## src/rtl/maxnet_pkg.sv

```systemverilog
// Shared definitions for the MAXNET winner-take-all block: FSM encoding and
// an elaboration-time ceiling-log2 helper.
package maxnet_pkg;

    typedef enum logic [1:0] {
        StIdle,
        StIter,
        StDone
    } state_e;

    function automatic int unsigned clog2(input int unsigned v);
        int unsigned r;
        int unsigned x;
        r = 0;
        x = 1;
        while (x < v) begin
            x = x << 1;
            r = r + 1;
        end
        return r;
    endfunction

endpackage

```

## src/rtl/maxnet_pe.sv

```systemverilog
// One MAXNET neuron: scales the sum of the other activations by eps and
// subtracts it from its own activation, saturating at zero.
module maxnet_pe #(
    parameter int unsigned W        = 8,
    parameter int unsigned SW       = 10,
    parameter int unsigned EPS_NUM  = 1,
    parameter int unsigned EPS_FRAC = 3
) (
    input  logic [W-1:0]  a,
    input  logic [SW-1:0] sum_others,
    output logic [W-1:0]  a_next,
    output logic          changed
);

    localparam int unsigned PW = SW + EPS_FRAC;

    logic [PW-1:0] prod;
    logic [SW-1:0] inhib;
    logic [SW-1:0] a_ext;

    always_comb begin
        prod    = PW'(EPS_NUM) * PW'(sum_others);
        inhib   = SW'(prod >> EPS_FRAC);
        a_ext   = SW'(a);
        a_next  = (inhib >= a_ext) ? '0 : W'(a_ext - inhib);
        changed = (a_next != a);
    end

endmodule

```

## src/rtl/maxnet_param.sv

```systemverilog
// MAXNET winner-take-all: iterates mutual inhibition over N neurons until one
// survivor remains, the activations stall or collapse, or MAX_ITER is reached.
module maxnet_param
    import maxnet_pkg::*;
#(
    parameter int unsigned N        = 4,
    parameter int unsigned W        = 8,
    parameter int unsigned EPS_NUM  = 1,
    parameter int unsigned EPS_FRAC = 3,
    parameter int unsigned MAX_ITER = 255
) (
    input  logic                          clk,
    input  logic                          rst,
    input  logic                          start,
    input  logic [N*W-1:0]                act_in,
    output logic                          busy,
    output logic                          done,
    output logic [clog2(N)-1:0]           winner,
    output logic                          winner_valid,
    output logic                          tie,
    output logic                          timeout,
    output logic [clog2(MAX_ITER+1)-1:0]  iter_count
);

    localparam int unsigned LN = clog2(N);
    localparam int unsigned IW = clog2(MAX_ITER + 1);
    localparam int unsigned CW = clog2(N + 1);
    localparam int unsigned SW = W + LN;

    state_e         state_q, state_d;
    logic [W-1:0]   a_q [N];
    logic [W-1:0]   a_d [N];
    logic [W-1:0]   a_next [N];
    logic [N-1:0]   changed;
    logic [IW-1:0]  iter_q, iter_d;
    logic [LN-1:0]  winner_q, winner_d;
    logic           valid_q, valid_d;
    logic           tie_q, tie_d;
    logic           timeout_q, timeout_d;

    logic [SW-1:0]  total;
    logic [CW-1:0]  nz_cnt;
    logic [LN-1:0]  nz_idx;

    // Sum-of-others is derived from one shared total to avoid N adder trees.
    always_comb begin
        total = '0;
        for (int i = 0; i < int'(N); i++) begin
            total = total + SW'(a_q[i]);
        end
    end

    for (genvar g = 0; g < int'(N); g++) begin : g_pe
        logic [SW-1:0] sum_others;
        assign sum_others = total - SW'(a_q[g]);

        maxnet_pe #(
            .W        (W),
            .SW       (SW),
            .EPS_NUM  (EPS_NUM),
            .EPS_FRAC (EPS_FRAC)
        ) u_pe (
            .a          (a_q[g]),
            .sum_others (sum_others),
            .a_next     (a_next[g]),
            .changed    (changed[g])
        );
    end

    // nz_idx is only meaningful when exactly one neuron is nonzero.
    always_comb begin
        nz_cnt = '0;
        nz_idx = '0;
        for (int i = 0; i < int'(N); i++) begin
            if (a_q[i] != '0) begin
                nz_cnt = nz_cnt + CW'(1);
                nz_idx = LN'(i);
            end
        end
    end

    always_comb begin
        state_d   = state_q;
        a_d       = a_q;
        iter_d    = iter_q;
        winner_d  = winner_q;
        valid_d   = valid_q;
        tie_d     = tie_q;
        timeout_d = timeout_q;

        unique case (state_q)
            StIdle: begin
                if (start) begin
                    for (int i = 0; i < int'(N); i++) begin
                        a_d[i] = act_in[i*W +: W];
                    end
                    iter_d    = '0;
                    winner_d  = '0;
                    valid_d   = 1'b0;
                    tie_d     = 1'b0;
                    timeout_d = 1'b0;
                    state_d   = StIter;
                end
            end
            StIter: begin
                if (nz_cnt == CW'(1)) begin
                    winner_d = nz_idx;
                    valid_d  = 1'b1;
                    state_d  = StDone;
                end else if (nz_cnt == '0) begin
                    valid_d = 1'b0;
                    tie_d   = (iter_q != '0);
                    state_d = StDone;
                end else if (iter_q == IW'(MAX_ITER)) begin
                    timeout_d = 1'b1;
                    state_d   = StDone;
                end else if (changed == '0) begin
                    tie_d   = 1'b1;
                    state_d = StDone;
                end else begin
                    a_d    = a_next;
                    iter_d = iter_q + IW'(1);
                end
            end
            StDone: begin
                state_d = StIdle;
            end
            default: begin
                state_d = StIdle;
            end
        endcase
    end

    always_ff @(posedge clk) begin
        if (rst) begin
            state_q   <= StIdle;
            iter_q    <= '0;
            winner_q  <= '0;
            valid_q   <= 1'b0;
            tie_q     <= 1'b0;
            timeout_q <= 1'b0;
            for (int i = 0; i < int'(N); i++) begin
                a_q[i] <= '0;
            end
        end else begin
            state_q   <= state_d;
            iter_q    <= iter_d;
            winner_q  <= winner_d;
            valid_q   <= valid_d;
            tie_q     <= tie_d;
            timeout_q <= timeout_d;
            for (int i = 0; i < int'(N); i++) begin
                a_q[i] <= a_d[i];
            end
        end
    end

    always_comb begin
        busy         = (state_q == StIter);
        done         = (state_q == StDone);
        winner       = winner_q;
        winner_valid = valid_q;
        tie          = tie_q;
        timeout      = timeout_q;
        iter_count   = iter_q;
    end

endmodule

```

## config.mk

```make
export PLATFORM = sky130hd
export DESIGN_NAME = maxnet_param
export DESIGN_NICKNAME = d
export VERILOG_FILES = /design/src/rtl/maxnet_pkg.sv /design/src/rtl/maxnet_pe.sv /design/src/rtl/maxnet_param.sv
export SDC_FILE = /design/constraint.sdc
export NUM_CORES = 1
export LEC_CHECK = 0
export CAP_MARGIN = 30
export CORE_UTILIZATION = 45
export DETAILED_ROUTE_END_ITERATION = 12
export MAX_ROUTING_LAYER = met4
export PLACE_DENSITY_LB_ADDON = 0.15
export SYNTH_ARGS = -nofsm -noshare
export SYNTH_HDL_FRONTEND = slang
export SYNTH_SLANG_ARGS = --single-unit
```

## constraint.sdc

```tcl
create_clock -name clk -period 16.3 [get_ports clk]
set_input_delay 3.26 -clock clk [delete_from_list [all_inputs] [get_ports clk]]
set_output_delay 3.26 -clock clk [all_outputs]
set_load 0.005 [all_outputs]
```

## Word-level counts from Yosys, hierarchy flattened

Cells that the tools add are included.

- Flip-flop bits (word level): 47
- Input bits: 35
- Output and inout port bits: 15
- Word-level logic and storage cells: 108

- Add/subtract/negate cells: 15
- Magnitude comparators: 4
- Equal/unequal tests: 19
- Multiplexer cells: 45
- Reductions and logical operators: 15

Operators by type and width:

| kind | number |
|---|---|
| $mux 32 | 5 |
| $mux 8 | 9 |
| $pmux 32 s2 | 1 |
| $reduce_bool 8->1 | 5 |
| $sub 10x8->10 | 4 |
| $ge 7x8->1 | 4 |
| $ne 8x8->1 | 4 |
| $sub 8x7->8 | 4 |
| $mux 2 | 9 |
| $pmux 8 s2 | 1 |
| $mux 1 | 12 |
| $add 10x8->10 | 1 |
| $add 9x8->10 | 1 |
| $ne 2x2->1 const B | 5 |
| $reduce_and 5->1 | 2 |
| $add 3x1->3 const B | 3 |
| $add 8x8->9 | 1 |
| $mux 3 | 3 |
| $add 8x1->8 const B | 1 |
| $eq 8x8->1 const B | 1 |
| $pmux 2 s2 | 2 |
| $ne 3x1->1 const B | 2 |
| $pmux 1 s2 | 3 |
| $reduce_and 3->1 | 2 |
| other kinds (12) | 13 |

## Depth between registers and ports, before layout

- Word-level depth: 13
- Mapped depth: 33
- Depth with buffers taken out: 30

## Modules after synthesis

A second synthesis with hierarchy kept.

- Cell total of the unflattened synthesis: 877
- Area, all modules: 6971.7 um^2

Modules (own cells, without submodules):

| module | times used | cells each | area each (um^2) | sequential area each (um^2) |
|---|---|---|---|---|
| maxnet_param | 1 | 589 | 4839.6 | 940.9 |
| maxnet_pe | 4 | 72 | 533.0 | 0.0 |

## Least setup slack after synthesis

Ideal clock, no wire load.

- Path type: register to register
- From: reg a_q[1] (netlist bit)
- To: reg a_q[10] (netlist bit)
- Library setup time: 0.137 ns
- Arrival time: 6.528 ns
- Required time: 16.163 ns
- Setup slack: 9.635 ns
- Stages on the path, launching flop included: 32
- Path buffers: 3
- Period minus slack after synthesis: 6.665 ns
- Path through: dfxtp_1 -> inv_1 -> fa_1 -> fa_1 -> inv_1 -> ha_1 -> inv_1 -> fa_1 -> inv_1 -> ha_1 -> a21oi_1 -> nand2_1 -> a21oi_1 -> o21bai_1 -> and2_1 -> o21a_1 -> o21a_1 -> nor3_1 -> xnor2_1 -> ha_1 -> buf_4 -> nand4b_1 -> a211oi_4 -> o21ai_0 -> buf_2 -> or4_1 -> a31oi_1 -> o211a_4 -> a21oi_4 -> nor2_4 -> buf_2 -> a211oi_1

- Longest elaborated chain between the ends: 9
- Elaborated cells between the ends (all ways): 35
- Those cells by class: add/sub (9); order compare (4); eq/ne (8); mux (10); reduce/logical (4)

Ends and longest elaborated chain:

| item | line | text |
|---|---|---|
| from (decl) | maxnet_param.sv:31 | `logic [W-1:0] a_q [N];` |
| from (signal, indexed assignment) | maxnet_param.sv:153 | `a_q[i] <= a_d[i];` |
| branches (longest 9 deep; another with $add 10x8->10) | - |  |

Parallel ways; which one is timed is not known. The select of a mux whose other input is x is not followed.
A chain may end at the register's enable or synchronous reset.

## Worst setup path in the final report

- From: reg a_q[9] (netlist bit)
- To: reg a_q[20] (netlist bit)

- Longest elaborated chain between the ends: 10
- Elaborated cells between the ends (all ways): 38
- Those cells by class: add/sub (11); order compare (4); eq/ne (8); mux (11); reduce/logical (4)

Ends and longest elaborated chain:

| item |
|---|
| branches (longest 10 deep; another with $add 9x8->10) |

Parallel ways; which one is timed is not known. The select of a mux whose other input is x is not followed.

==> results.toml <==
[status]
outcome = "complete, no violations"

[setup_path]
path_common_cell = "inv_1"
required_ns = 16.46
critPathMaxStageDelay_ns = 0.65
path_delay_family = "adder cells"
reg2reg_depth = 28
worstReg2RegEnd = "a_q[20]"
r2r_slack_ns = 7.99
endpoint_kind = "flop"
reg2reg_from = "a_q[9]"
critical_path.startpoint_type = "flop"
worstSetupPathType = "reg2reg"
cp_num_buf_inv = 5
crit_slowest_cell = "or4b_2"
cp_max_fo = 28
cp.arrival_ns = 8.47

[hold_path]
min_path_cells = 2
hp-class = "reg2reg"
hold_end = "winner[0]"
hp-start = "winner[0]"

[clock_tree]
clkTransAtPathRegs_ns = 0.08
clk_latency_ns = 0.31
htree_levels = 2
postCtsSetupBuffers = 0
clock-root-buffer = "clkbuf_16"
cts.sinks = 47
cts_resized = 0
clock_path_buffers = 2
numCtsBuffers = 5
ctsHoldBuffers = 0
cts_tree = "done"

[yosys]
async_flop_share_pct = 0
synth_area_per_cell_um2 = 7.99
syn_nets = 917
ys.flop_type = "dfxtp_1"
synth_cells = 791
synthesis.area_mm2 = 0.00632
synth_cell_types = 81
seq_area_frac_synth_pct = 14.9
synth_edf_count = 0
yosys_warnings = 0
ys_seq_elements = 47

[floorplan]
core_mm2 = 0.0135
initial_utilization_pct = 47.0
io_pins = 50
die_width_um = 120
dieArea_mm2 = 0.0145
placementRows = 42
dieHeight_um = 120

[grt]
use_met3_pct = 4.34
grt.overflow.total = 0
grt_pass1_wl_um = 32800
use_met1_pct = 38.5
grt_start_max_net_pins = 68
grt_pass1_vias = 6218
antenna_found_initial = 0
met2_usage_pct = 47.9
busiest_layer = "met2"
grt_usage_pct = 30.1

[timing]
hold_violations = 0
slew_headroom_pct = 45.6
fmax_ghz = 0.120
skew_ns = 0.00415
worst_pin_slew_ns = 0.814
final.period_utilization_pct = 51.0
grt_setup_unrepaired = "false"
setup-tns-final_ns = 0
setup_ws_ns = 7.99
finalSetupViolations = 0
period_needed_ns = 8.31
slew_viol_final = 0

[drt]
wl_per_cell_um = 20.8
via_per_inst = 6.35
routed_wl_um = 20800
antenna_left = 0
vias = 6345
drc = 0
drtPass1Iterations = 5
drt_iter0_drc = 547

[placement]
post_dp_cell_area_mm2 = 0.00690
place_ws_ns = 8.04
hpwlAfterDp_um = 16100
port_buffers = 49
place_congestion = 1.06

[flow_run]
cap_violations = 0

[layout]
fin_nets = 949
finalInstanceArea_mm2 = 0.00705
insertedDiodeCount = 0
nFillCells = 1376
syn_to_final_growth_pct = 11.6
drive_gt1_share_pct = 6.80
## metal layers
| layer | wire length (um) | part of all wire [%] | vias up |
|---|---|---|---|
| met3 | 1480 | 7.1 | 48 |
| met1 | 9150 | 44 | 3031 |
| met5 | 0 | 0 | - |
| met4 | 662 | 3.2 | 0 |
| met2 | 9470 | 46 | 250 |
| li1 | - | - | 3016 |
## how the worst max path moves through the flow
stage,from,end,slack (ns),depth (start not counted)
6_report,a_q[9],a_q[20],7.99,28
5_1_grt,a_q[17],a_q[31],7.48,28
3_3_place_gp,a_q[1],a_q[31],7.90,27
2_1_floorplan,a_q[1],a_q[10],9.64,31
4_1_cts,a_q[9],a_q[20],8.01,28
3_5_place_dp,a_q[9],a_q[20],8.04,28
## layout make-up
cell class,count,area (um2),share of cell area [%]
clock inverter,3,27.5,0.390
timing repair buffer,54,520,7.38
clock buffer,5,125,1.77
multi-input combinational,641,4940,70.0
inverter,74,278,3.94
tap,176,220,3.12
sequential,47,941,13.3
## flip-flops by register name, indices dropped and copies added (netlist names)
name,count
timeout,1
tie,1
winner,2
winner_valid,1
a_q,32
state_q,2
iter_count,8
## through the flow
stage,cells,utilization [%],hold slack (ns)
detailed placement,992,51.3,0.461
CTS,1000,52.4,0.477
finish,1000,52.4,0.474
global route,1000,52.4,0.508
global placement,990,51.2,0.453
floorplan,791,-,0.460
## logic make-up after synthesis
family          after synthesis  synth area share [%]
simple gates                277                  23.8
compound gates              225                  26.6
buf+inv                     103                  7.01
fa+ha+maj                    91                  20.4
flops                        47                  14.9
xor+xnor                     39                  5.84
mux                           9                  1.43
## worst reg2reg max path, delay by kind of cell (launching register included)
| kind | cells | cell delay [ns] |
|---|---|---|
| buffers and inverters | 5 | 0.59 |
| flip-flops | 1 | 0.41 |
| XOR/XNOR | 2 | 0.70 |
| adder cells (fa/ha/maj) | 6 | 2.37 |
| AO/OA/AOI/OAI | 10 | 2.05 |
| AND/OR/NAND/NOR | 5 | 2.03 |
## cells in the final DEF (no fill, tap or decap), types with 13 or more instances in the layout
| master | netlist | routed |
|---|---|---|
| o21ai_0 | 22 | 22 |
| a211oi_1 | 33 | 33 |
| xnor2_1 | 27 | 27 |
| ha_1 | 71 | 71 |
| a21oi_1 | 38 | 38 |
| inv_1 | 73 | 73 |
| and3_1 | 13 | 13 |
| nand3_1 | 13 | 13 |
| fa_1 | 20 | 20 |
| a221oi_1 | 25 | 25 |
| clkdlybuf4s50_1 | 0 | 48 |
| or2_2 | 14 | 14 |
| nor2_1 | 56 | 56 |
| nor2b_1 | 13 | 13 |
| dfxtp_1 | 47 | 47 |
| nand2_1 | 37 | 37 |
| o21a_1 | 20 | 20 |
| nor3_1 | 62 | 62 |
## cell usage after synthesis, types with 11 or more instances
library cell,number,area [um2]
clkbuf_1,16,60.1
dfxtp_1,47,941
or2_2,14,87.6
inv_1,73,274
a21o_1,11,82.6
a211oi_1,33,248
ha_1,71,888
a221oi_1,25,219
a21oi_1,38,190
o21a_1,20,150
nor2_1,56,210
nor3_1,62,310
o21ai_0,22,110
nand2_1,37,139
nand3_1,13,65.1
and3_1,13,81.3
fa_1,20,400
nor2b_1,13,81.3
xnor2_1,27,236
nand4_1,11,68.8
Power is not shown: default switching activity piles up to over one toggle a cycle in this logic, so the estimate is an artifact.
